## config.mk

```make
export PLATFORM = sky130hd
export DESIGN_NAME = mux_scan_ctrl
export DESIGN_NICKNAME = d
export VERILOG_FILES = /design/src/rtl/mux_scan_ctrl.sv
export SDC_FILE = /design/constraint.sdc
export NUM_CORES = 1
export LEC_CHECK = 0
export BUFFER_PORTS_ARGS = -buffer_cell sky130_fd_sc_hd__buf_4
export CAP_MARGIN = 20
export CORE_MARGIN = 5
export CORE_UTILIZATION = 55
export DETAILED_ROUTE_END_ITERATION = 10
export PLACE_DENSITY = 0.86
export SKIP_CTS_REPAIR_TIMING = 1
export SYNTH_ARGS = -nofsm -noshare
export SYNTH_HDL_FRONTEND = slang
export SYNTH_SLANG_ARGS = --single-unit
```

## constraint.sdc

```tcl
create_clock -name clk -period 1.9 [get_ports clk]
set_clock_uncertainty 0.05 [all_clocks]
set_input_delay 0.285 -clock clk [delete_from_list [all_inputs] [get_ports clk]]
set_output_delay 0.285 -clock clk [all_outputs]
set_load 0.005 [all_outputs]
```

## src/rtl/mux_scan_ctrl.sv

```systemverilog
// Walks a 16:1 bit mux select through every input and reassembles the samples into a parallel word.
// Latency: WIDTH cycles per scan, or 2*WIDTH with MUX_SCAN_SETTLE_EN (extra settle cycle per step).
// No backpressure: start is taken in IDLE only; done is a single-cycle pulse with word held until the next one.
module mux_scan_ctrl #(
  parameter int WIDTH = 16,
  parameter int SEL_W = 4
) (
  input  logic             clk,
  input  logic             rst,
  input  logic             start,
  input  logic             cont,
  input  logic             mux_out,
  output logic [SEL_W-1:0] sel,
  output logic             busy,
  output logic             done,
  output logic [WIDTH-1:0] word
);

`ifdef MUX_SCAN_SETTLE_EN
  typedef enum logic [1:0] {IDLE = 2'd0, SCAN = 2'd1, SETTLE = 2'd2} state_t;
  localparam state_t STEP_ST = SETTLE;
`else
  typedef enum logic [1:0] {IDLE = 2'd0, SCAN = 2'd1} state_t;
  localparam state_t STEP_ST = SCAN;
`endif

  localparam logic [SEL_W-1:0] SEL_LAST = SEL_W'(WIDTH - 1);

  state_t           state, state_nxt;
  logic [SEL_W-1:0] sel_nxt;
  logic [WIDTH-1:0] cap, cap_nxt;
  logic [WIDTH-1:0] word_nxt;
  logic             done_nxt;

  always_ff @(posedge clk or posedge rst) begin
    if (rst) begin
      state <= IDLE;
      sel   <= '0;
      cap   <= '0;
      word  <= '0;
      done  <= 1'b0;
    end else begin
      state <= state_nxt;
      sel   <= sel_nxt;
      cap   <= cap_nxt;
      word  <= word_nxt;
      done  <= done_nxt;
    end
  end

  assign busy = (state != IDLE);

  always_comb begin
    state_nxt = state;
    sel_nxt   = sel;
    cap_nxt   = cap;
    word_nxt  = word;
    done_nxt  = 1'b0;
    unique case (state)
      IDLE: begin
        if (start) begin
          sel_nxt   = '0;
          state_nxt = STEP_ST;
        end
      end
`ifdef MUX_SCAN_SETTLE_EN
      SETTLE: state_nxt = SCAN;
`endif
      SCAN: begin
        cap_nxt[sel] = mux_out;
        if (sel == SEL_LAST) begin
          // word takes the bit sampled on this same edge
          word_nxt  = cap_nxt;
          done_nxt  = 1'b1;
          sel_nxt   = '0;
          state_nxt = cont ? STEP_ST : IDLE;
        end else begin
          sel_nxt   = sel + 1'b1;
          state_nxt = STEP_ST;
        end
      end
      default: state_nxt = IDLE;
    endcase
  end

endmodule

```

* Word level (Yosys, flattened, before mapping)
Index checks and enable logic that the tools add are counted.
** Word-level totals
- Flip-flop bits (word level) :: 39
- Input bits :: 5
- Output and inout port bits :: 22
- Word-level logic and storage cells :: 29
** Operators by class
- $add $sub $neg :: 1
- $lt $le $gt $ge :: 2
- Equal/unequal tests :: 3
- Multiplexer cells :: 12
- Reductions and logical operators :: 6
** Operators by type and width (number)
- $bwmux 16 :: 1
- $mux 4 :: 2
- $pmux 4 s2 :: 1
- $lt 4x5->1 const B :: 1
- $mux 1 :: 5
- $add 4x1->4 const B :: 1
- $demux 1 s4 :: 1
- $eq 4x4->1 const B :: 1
- $ge 4x1->1 const B :: 1
- $pmux 2 s2 :: 1
- $reduce_and 2->1 :: 2
- $reduce_bool 2->1 :: 2
- $eq 2x1->1 const B :: 1
- $logic_not 2->1 :: 1
- $mux 2 :: 1
- $ne 2x2->1 const B :: 1
- $logic_and 1x1->1 :: 1

* Logic depth before layout (Yosys ltp)
Gate-level depths: netlist of run 1.
- Depth after elaboration :: 5
- Gate-level depth with buffers :: 7
- Gate-level depth less buffers :: 5

* Worst setup path after synthesis of run 1
OpenSTA, ideal clock, no wires.
- Path kind :: reg-to-reg
- Start :: register sel[0]
- End :: register word[0]
- Library setup time :: 0.065 ns
- Arrival :: 1.335 ns
- Data required time :: 1.785 ns
- Slack :: 0.449 ns
- Stages on the path, launching flop included :: 7
- Path buffers :: 2
- Period minus slack after synthesis :: 1.451 ns
- Cells stage by stage :: dfrtp_1 -> ha_1 -> clkbuf_2 -> nand4_2 -> clkbuf_1 -> nand2_1 -> nand2_1
** Between the ends
- Cells in the longest elaborated chain, start to end :: 5
- Elaborated cells between the ends (all ways) :: 8
- Those cells by class :: order compare: 2; eq/ne: 1; mux: 3; reduce/logical: 2
** Ends and longest elaborated chain
- start, declared :: RTL line 13 : output logic [SEL_W-1:0] sel,
- start signal, assigned :: RTL line 44 : sel <= sel_nxt;
- $lt 4x5->1 (implied by the code) / $ge 4x1->1 (equally long branches) :: RTL line 70 : cap_nxt[sel] = mux_out;
- $logic_and 1x1->1 (implied by the code) :: RTL line 70
- $mux 1 (implied by the code) :: RTL line 70
- $demux 1 s4 :: RTL line 70
- $bwmux 16 :: RTL line 70
- end signal, assigned :: RTL line 46 : word <= word_nxt;
- end, declared :: RTL line 16 : output logic [WIDTH-1:0] word
Parallel ways exist; a longest one is shown, timed or not.
A chain may end at the register's enable or synchronous reset.

* Worst setup path after layout of run 1
- Start :: register sel[0]
- End :: register word[3]
The elaborated chain is that of the path after synthesis.

==> summary.txt, run 1 <==
Drt
  • Vias per cell: 5.20
  • Final WL: 2950 um
  • DRT Pass-1 Iters: 4
  • DR vias: 1150
  • Drt drc: 0
  • Average wire per cell in the routed design: 13.3 um
  • Iteration-0 DRC Markers: 53
  • Final ANT Viol Nets: 0

Place
  • Final GP Congestion: 0.823
  • DP HPWL: 2110 um
  • I/O Buffers: 26

Worst setup path
  • Reg2Reg Setup Slack: 0.27 ns
  • Reg2reg end: word[3]$_DFFE_PP0P_
  • R2R Path Start: sel[0]$_DFFE_PP0P_
  • WS Path Type: reg -> reg
  • Crit. Startpoint: sel[0]$_DFFE_PP0P_
  • Critical Path RT: 2.13 ns
  • Worst Path Arrival: 1.86 ns
  • Critical path peak fanout: 13
  • Crit end category: register
  • Startpoint types: register
  • R2R depth: 6
  • CP Capture Point: word[3]$_DFFE_PP0P_

Synthesis
  • Mapped Cells: 160
  • Synth area leaders: dfrtp_1 (56%), nand2_1 (13%), mux2_4 (6.3%)
  • Cell taking the most area after synthesis: dfrtp_1
  • Yosys reg bits: 37
  • Syn_nets: 169
  • Avg Cell Area, Syn: 10.4 um^2
  • Synth top area share: 55.8%
  • Seq/Total Area, Yosys: 55.8%
  • Netlist Area Pre-Place: 1660 um^2
  • Yosys warns: 0
  • Post-synth cell types: 24

Timing
  • Final Max Slew Viols: 0
  • Achievable Freq: 614 MHz
  • Setup violations, final: 0
  • Setup TNS: 0 ns
  • Relative slew slack: 69.1%
  • Final min period: 1.63 ns
  • RSZ-0062 raised after global routing: false
  • Final period util: 85.8%
  • Fin. Hold Viols: 37
  • Least-Margin Pin Slew: 0.463 ns
  • Fin Hold WS: -0.0167 ns

Global route
  • Initial antenna violation count: 0
  • Vias in the first global route: 1154
  • Largest net degree at the start of global routing: 38
  • GRT Resource Usage Total: 16.2%
  • Total gr overflow: 0
  • First-pass GRT wire length: 5210 um

Final layout
  • Share of layout cells above drive strength 1: 25.5%
  • Commonest non-fill, non-tap cell in the layout: nand2_1
  • Area of the multi-input gates: 663 um^2
  • Leading cell types in the layout, fill and taps excluded: nand2_1 (59), dfrtp_1 (37), buf_4 (29)
  • Register area: 926 um^2
  • Nets: 196
  • Filler instances: 246
  • Synth-to-layout area growth: 15.7%
  • ANT cells: 0

Clock tree
  • Clk slew on worst S/H paths: 0.11 ns
  • Buffer depth of the longest clock path: 2
  • CTS tree: built
  • CTS H-tree depth: 2
  • Num CTS Buffers: 5
  • Root Buffer: clkbuf_4
  • Clk_lat worst skew: 0.34 ns
  • Clock Sinks: 37

Power
  • Power Total: 0.00305 W
  • Switching Fraction: 34.6%
  • Clock power share: 12.7%
  • Pint: 0.00200 W
  • P_leak: 1.01 nW
  • Sw power: 0.00106 W
  • Comb power frac: 39.2%
  • Flop pwr share: 48.1%
  • VDD IR max: 870 uV
  • PwrDens: 1590 nW/um^2

Floorplanning
  • IO Pins: 27
  • Die Area: 4220 um^2
  • Starting Density: 55.8%
  • Chip height: 64.9 um
  • Die W: 64.9 um
  • Core Box Area: 2980 um^2
  • Row count: 20

Min path
  • Worst Hold Class: in -> async

Status
  • Failing checks: hold timing
  • Status: complete, but fails checks

Flow run
  • Max Cap Viol: 0
[per-stage QoR]
| stage | std cells | setup WS, ns | util (%) | area (um^2) |
|---|---|---|---|---|
| detailed placement | 213 | 0.315 | 62.8 | 1870 |
| CTS | 221 | 0.273 | 64.5 | 1920 |
| floorplan | 160 | 0.449 | - | 1660 |
| global placement | 213 | 0.394 | 62.8 | 1870 |
| finish | 221 | 0.270 | 64.5 | 1920 |
| global route | 221 | 0.121 | 64.5 | 1920 |
[worst min-delay path by stage]
stage | startpoint | to | slack (ns) | cells after the start
after floorplan | start | sel[1]$_DFFE_PP0P_ | 0.32 | 1
after global placement | rst | word[0]$_DFFE_PP0P_ | 0.36 | 3
after detailed placement | rst | word[3]$_DFFE_PP0P_ | 0.37 | 3
after CTS | rst | cap[0]$_DFFE_PP0P_ | -0.003 | 3
after global routing | rst | word[3]$_DFFE_PP0P_ | 0.02 | 3
final | rst | word[2]$_DFFE_PP0P_ | -0.02 | 3
[power groups by stage]
stage	combinational (W)	sequential, W	clock (W)
3_5_place_dp	0.00122	0.00148	0
6_report	0.00120	0.00147	0.000388
5_1_grt	0.00134	0.00153	0.000437
3_3_place_gp	0.00118	0.00146	0
2_1_floorplan	0.000785	0.00137	0
4_1_cts	0.00122	0.00147	0.000398
[worst max-delay path, cell delays in order, from the launching register on]
cell,delay [ns]
dfrtp_1,0.48
ha_1,0.34
nand4_2,0.15
inv_1,0.21
buf_4,0.22
nand2_1,0.07
nand2_1,0.06
[synthesized netlist by cell type]
cell and n:
mux2_2 3, and3_1 1, nor2b_1 1, mux2_1 5, nor3b_4 1, a21oi_1 3
nand4_2 1, buf_2 2, clkbuf_2 1, inv_1 6, nand4_1 1, o311ai_0 1
nor2_1 6, mux2i_1 3, ha_1 4, nand2_1 59, mux2_4 7, buf_4 3
and3b_1 2, o31ai_1 1, o21ai_0 3, nand3_1 6, clkbuf_1 3, dfrtp_1 37
[sequential cells by signal (all words and copies together), names as in the netlist]
signal  count
state       1
word       16
done        1
sel         4
cap        15
[logic make-up after synthesis]
family	share of synthesized area (%)
AND/OR/NAND/NOR	20.6
flip-flops	55.8
multiplexers	13.6
buffers and inverters	4.29
AO/OA/AOI/OAI	2.79
adder cells (fa/ha/maj)	3.01
[area by class of cell]
class | instances | area share (%)
tap | 33 | 2.15
sequential | 37 | 48.2
clock inverter | 2 | 0.521
multi-input combinational | 108 | 34.5
clock buffer | 6 | 2.15
timing repair buffer | 29 | 11.3
inverter | 6 | 1.17
[routing by layer]
| layer | vias to the layer above | global-route usage, % | wire [um] |
|---|---|---|---|
| li1 | 570 | - | - |
| met1 | 545 | 20.1 | 1310 |
| met2 | 29 | 26.1 | 1410 |
| met3 | 6 | 5.03 | 164 |
| met4 | 0 | 7.12 | 68 |
| met5 | - | 0 | 0 |
Note: power is estimated with default switching activity, not from simulation.
==> run 2, diff against run 1 <==
clock period = 1.75 ns   (was 1.9 ns; I/O delays follow)
==> run 2 against run 1 <==
Against the previous run:
- sequential cell count is the same
- maximum frequency increased by 4.2%
- first-iteration DRC count unchanged
- sequential share of layout area is 0.44 points lower
- setup slack lost 0.085 ns
- die area did not move
- the flow now finishes without violations
- power rose by 10%
==> summary.txt, run 2 (same netlist as run 1, synthesis figures left out) <==
Status
  • Status: finished clean

Floorplanning
  • Die Area: 4220 um^2
  • Starting Density: 55.8%
  • Core Box Area: 2980 um^2
  • Die W: 64.9 um
  • Chip height: 64.9 um
  • IO Pins: 27
  • Row count: 20

Timing
  • RSZ-0062 raised after global routing: false
  • Final min period: 1.56 ns
  • Fin. Hold Viols: 0
  • Setup violations, final: 0
  • Final period util: 89.4%
  • Final Max Slew Viols: 0
  • Least-Margin Pin Slew: 0.461 ns
  • Setup TNS: 0 ns
  • Achievable Freq: 639 MHz
  • Relative slew slack: 69.3%

Worst setup path
  • Max stage delay on crit path: 0.48 ns
  • R2R depth: 6
  • Reg2reg end: word[10]$_DFFE_PP0P_
  • Worst Path Arrival: 1.80 ns
  • Critical Path RT: 1.99 ns
  • Worst-path cell chain: ha_1, nand4_2, inv_1, buf_4, nand2_1, nand2_1
  • Critical path peak fanout: 13
  • Startpoint types: register
  • Reg2Reg Setup Slack: 0.19 ns
  • Crit end category: register
  • Critical path's slowest cell: dfrtp_1
  • WS Path Type: reg -> reg
  • CP most frequent cell: nand2_1
  • R2R Path Start: sel[0]$_DFFE_PP0P_

Global route
  • GRT Resource Usage Total: 17.1%
  • Largest net degree at the start of global routing: 38
  • Vias in the first global route: 1145
  • Total gr overflow: 0
  • Initial antenna violation count: 0
  • First-pass GRT wire length: 5440 um

Power
  • VDD IR max: 833 uV
  • Power Total: 0.00336 W
  • PwrDens: 1730 nW/um^2
  • P_leak: 1.02 nW

Min path
  • Worst Min Path Start: start
  • Hold Path Sink: sel[1]$_DFFE_PP0P_
  • Worst Hold Class: in -> reg
  • Hold Path Stages: 2

Final layout
  • Post-route insts no fill: 223
  • Commonest non-fill, non-tap cell in the layout: nand2_1
  • Largest regs: word x16, cap x15, sel x4
  • ANT cells: 0
  • Leading cell types in the layout, fill and taps excluded: nand2_1 (59), dfrtp_1 (37), buf_4 (30)
  • Biggest register: word
  • Share of layout cells above drive strength 1: 25.8%
  • Synth-to-layout area growth: 16.8%
  • Nets: 198
  • Final instance area: 1940 um^2
  • Max reg flops: 16

Place
  • I/O Buffers: 26
  • Final GP Congestion: 0.812
  • DP HPWL: 2290 um
  • DP Cell Count: 214
  • DP Area: 1880 um^2

Drt
  • Final WL: 3210 um
  • Iteration-0 DRC Markers: 53
  • DRT Pass-1 Iters: 4
  • Drt drc: 0
  • Average wire per cell in the routed design: 14.4 um
  • DR vias: 1173
  • Vias per cell: 5.26
  • Final ANT Viol Nets: 0

Clock tree
  • CTS H-tree depth: 2
  • Root Buffer: clkbuf_4
  • Buffer depth of the longest clock path: 2
  • CTS tree: built
  • Num CTS Buffers: 5
  • Clock Sinks: 37
  • Clk slew on worst S/H paths: 0.11 ns
  • Clk_lat worst skew: 0.34 ns

Flow run
  • Max Cap Viol: 0
run 2: cell types whose count changed in the layout (fill, tap and decap cells not counted), sizes merged:
cell,before,now
buf,29,30
dlygate4sd3,0,1
run 2: through the flow:
step	util, %	setup WS, ns	hold slack [ns]
after global routing	65.1	0.0406	0.0370
after detailed placement	63.1	0.217	0.350
final	65.1	0.186	0.0546
after global placement	63.1	0.277	0.338
after CTS	64.8	0.210	-0.0207
after floorplan	-	0.299	0.299
run 2: worst max-delay path, delay by kind of cell (launching register included):
family        cells  cell delay (ns)
flops             1             0.48
fa+ha+maj         1             0.40
simple gates      3             0.29
buf+inv           2             0.30
run 2: how the worst max path moves through the flow:
stage | slack [ns] | startpoint | cells past startpoint | end
5_1_grt | 0.04 | sel[0]$_DFFE_PP0P_ | 6 | word[10]$_DFFE_PP0P_
6_report | 0.19 | sel[0]$_DFFE_PP0P_ | 6 | word[10]$_DFFE_PP0P_
4_1_cts | 0.21 | sel[0]$_DFFE_PP0P_ | 5 | word[7]$_DFFE_PP0P_
2_1_floorplan | 0.30 | sel[0]$_DFFE_PP0P_ | 6 | word[0]$_DFFE_PP0P_
3_5_place_dp | 0.22 | sel[0]$_DFFE_PP0P_ | 5 | word[7]$_DFFE_PP0P_
3_3_place_gp | 0.28 | sel[0]$_DFFE_PP0P_ | 5 | state[0]$_DFFE_PP0P_
run 2: area by class of cell:
type	count	area [um^2]
fill	250	1040
multi-input combinational	108	663
inverter	6	22.5
sequential	37	926
timing repair buffer	31	235
clock inverter	2	10.0
tap	33	41.3
clock buffer	6	41.3
run 2: metal layers:
layer / part of all wire [%] / up-vias / track usage [%]
li1: - / 573 / -
met1: 42 / 563 / 21.6
met2: 50 / 34 / 28.1
met3: 6.7 / 3 / 3.99
met4: 1.0 / 0 / 7.12
met5: 0 / - / 0
run 2: report_power, final:
part / internal [W] / switching [W] / total, W
clock network: 0.000153 / 0.000272 / 0.000425
registers: 0.00127 / 0.000331 / 0.00160
logic: 0.000752 / 0.000581 / 0.00133
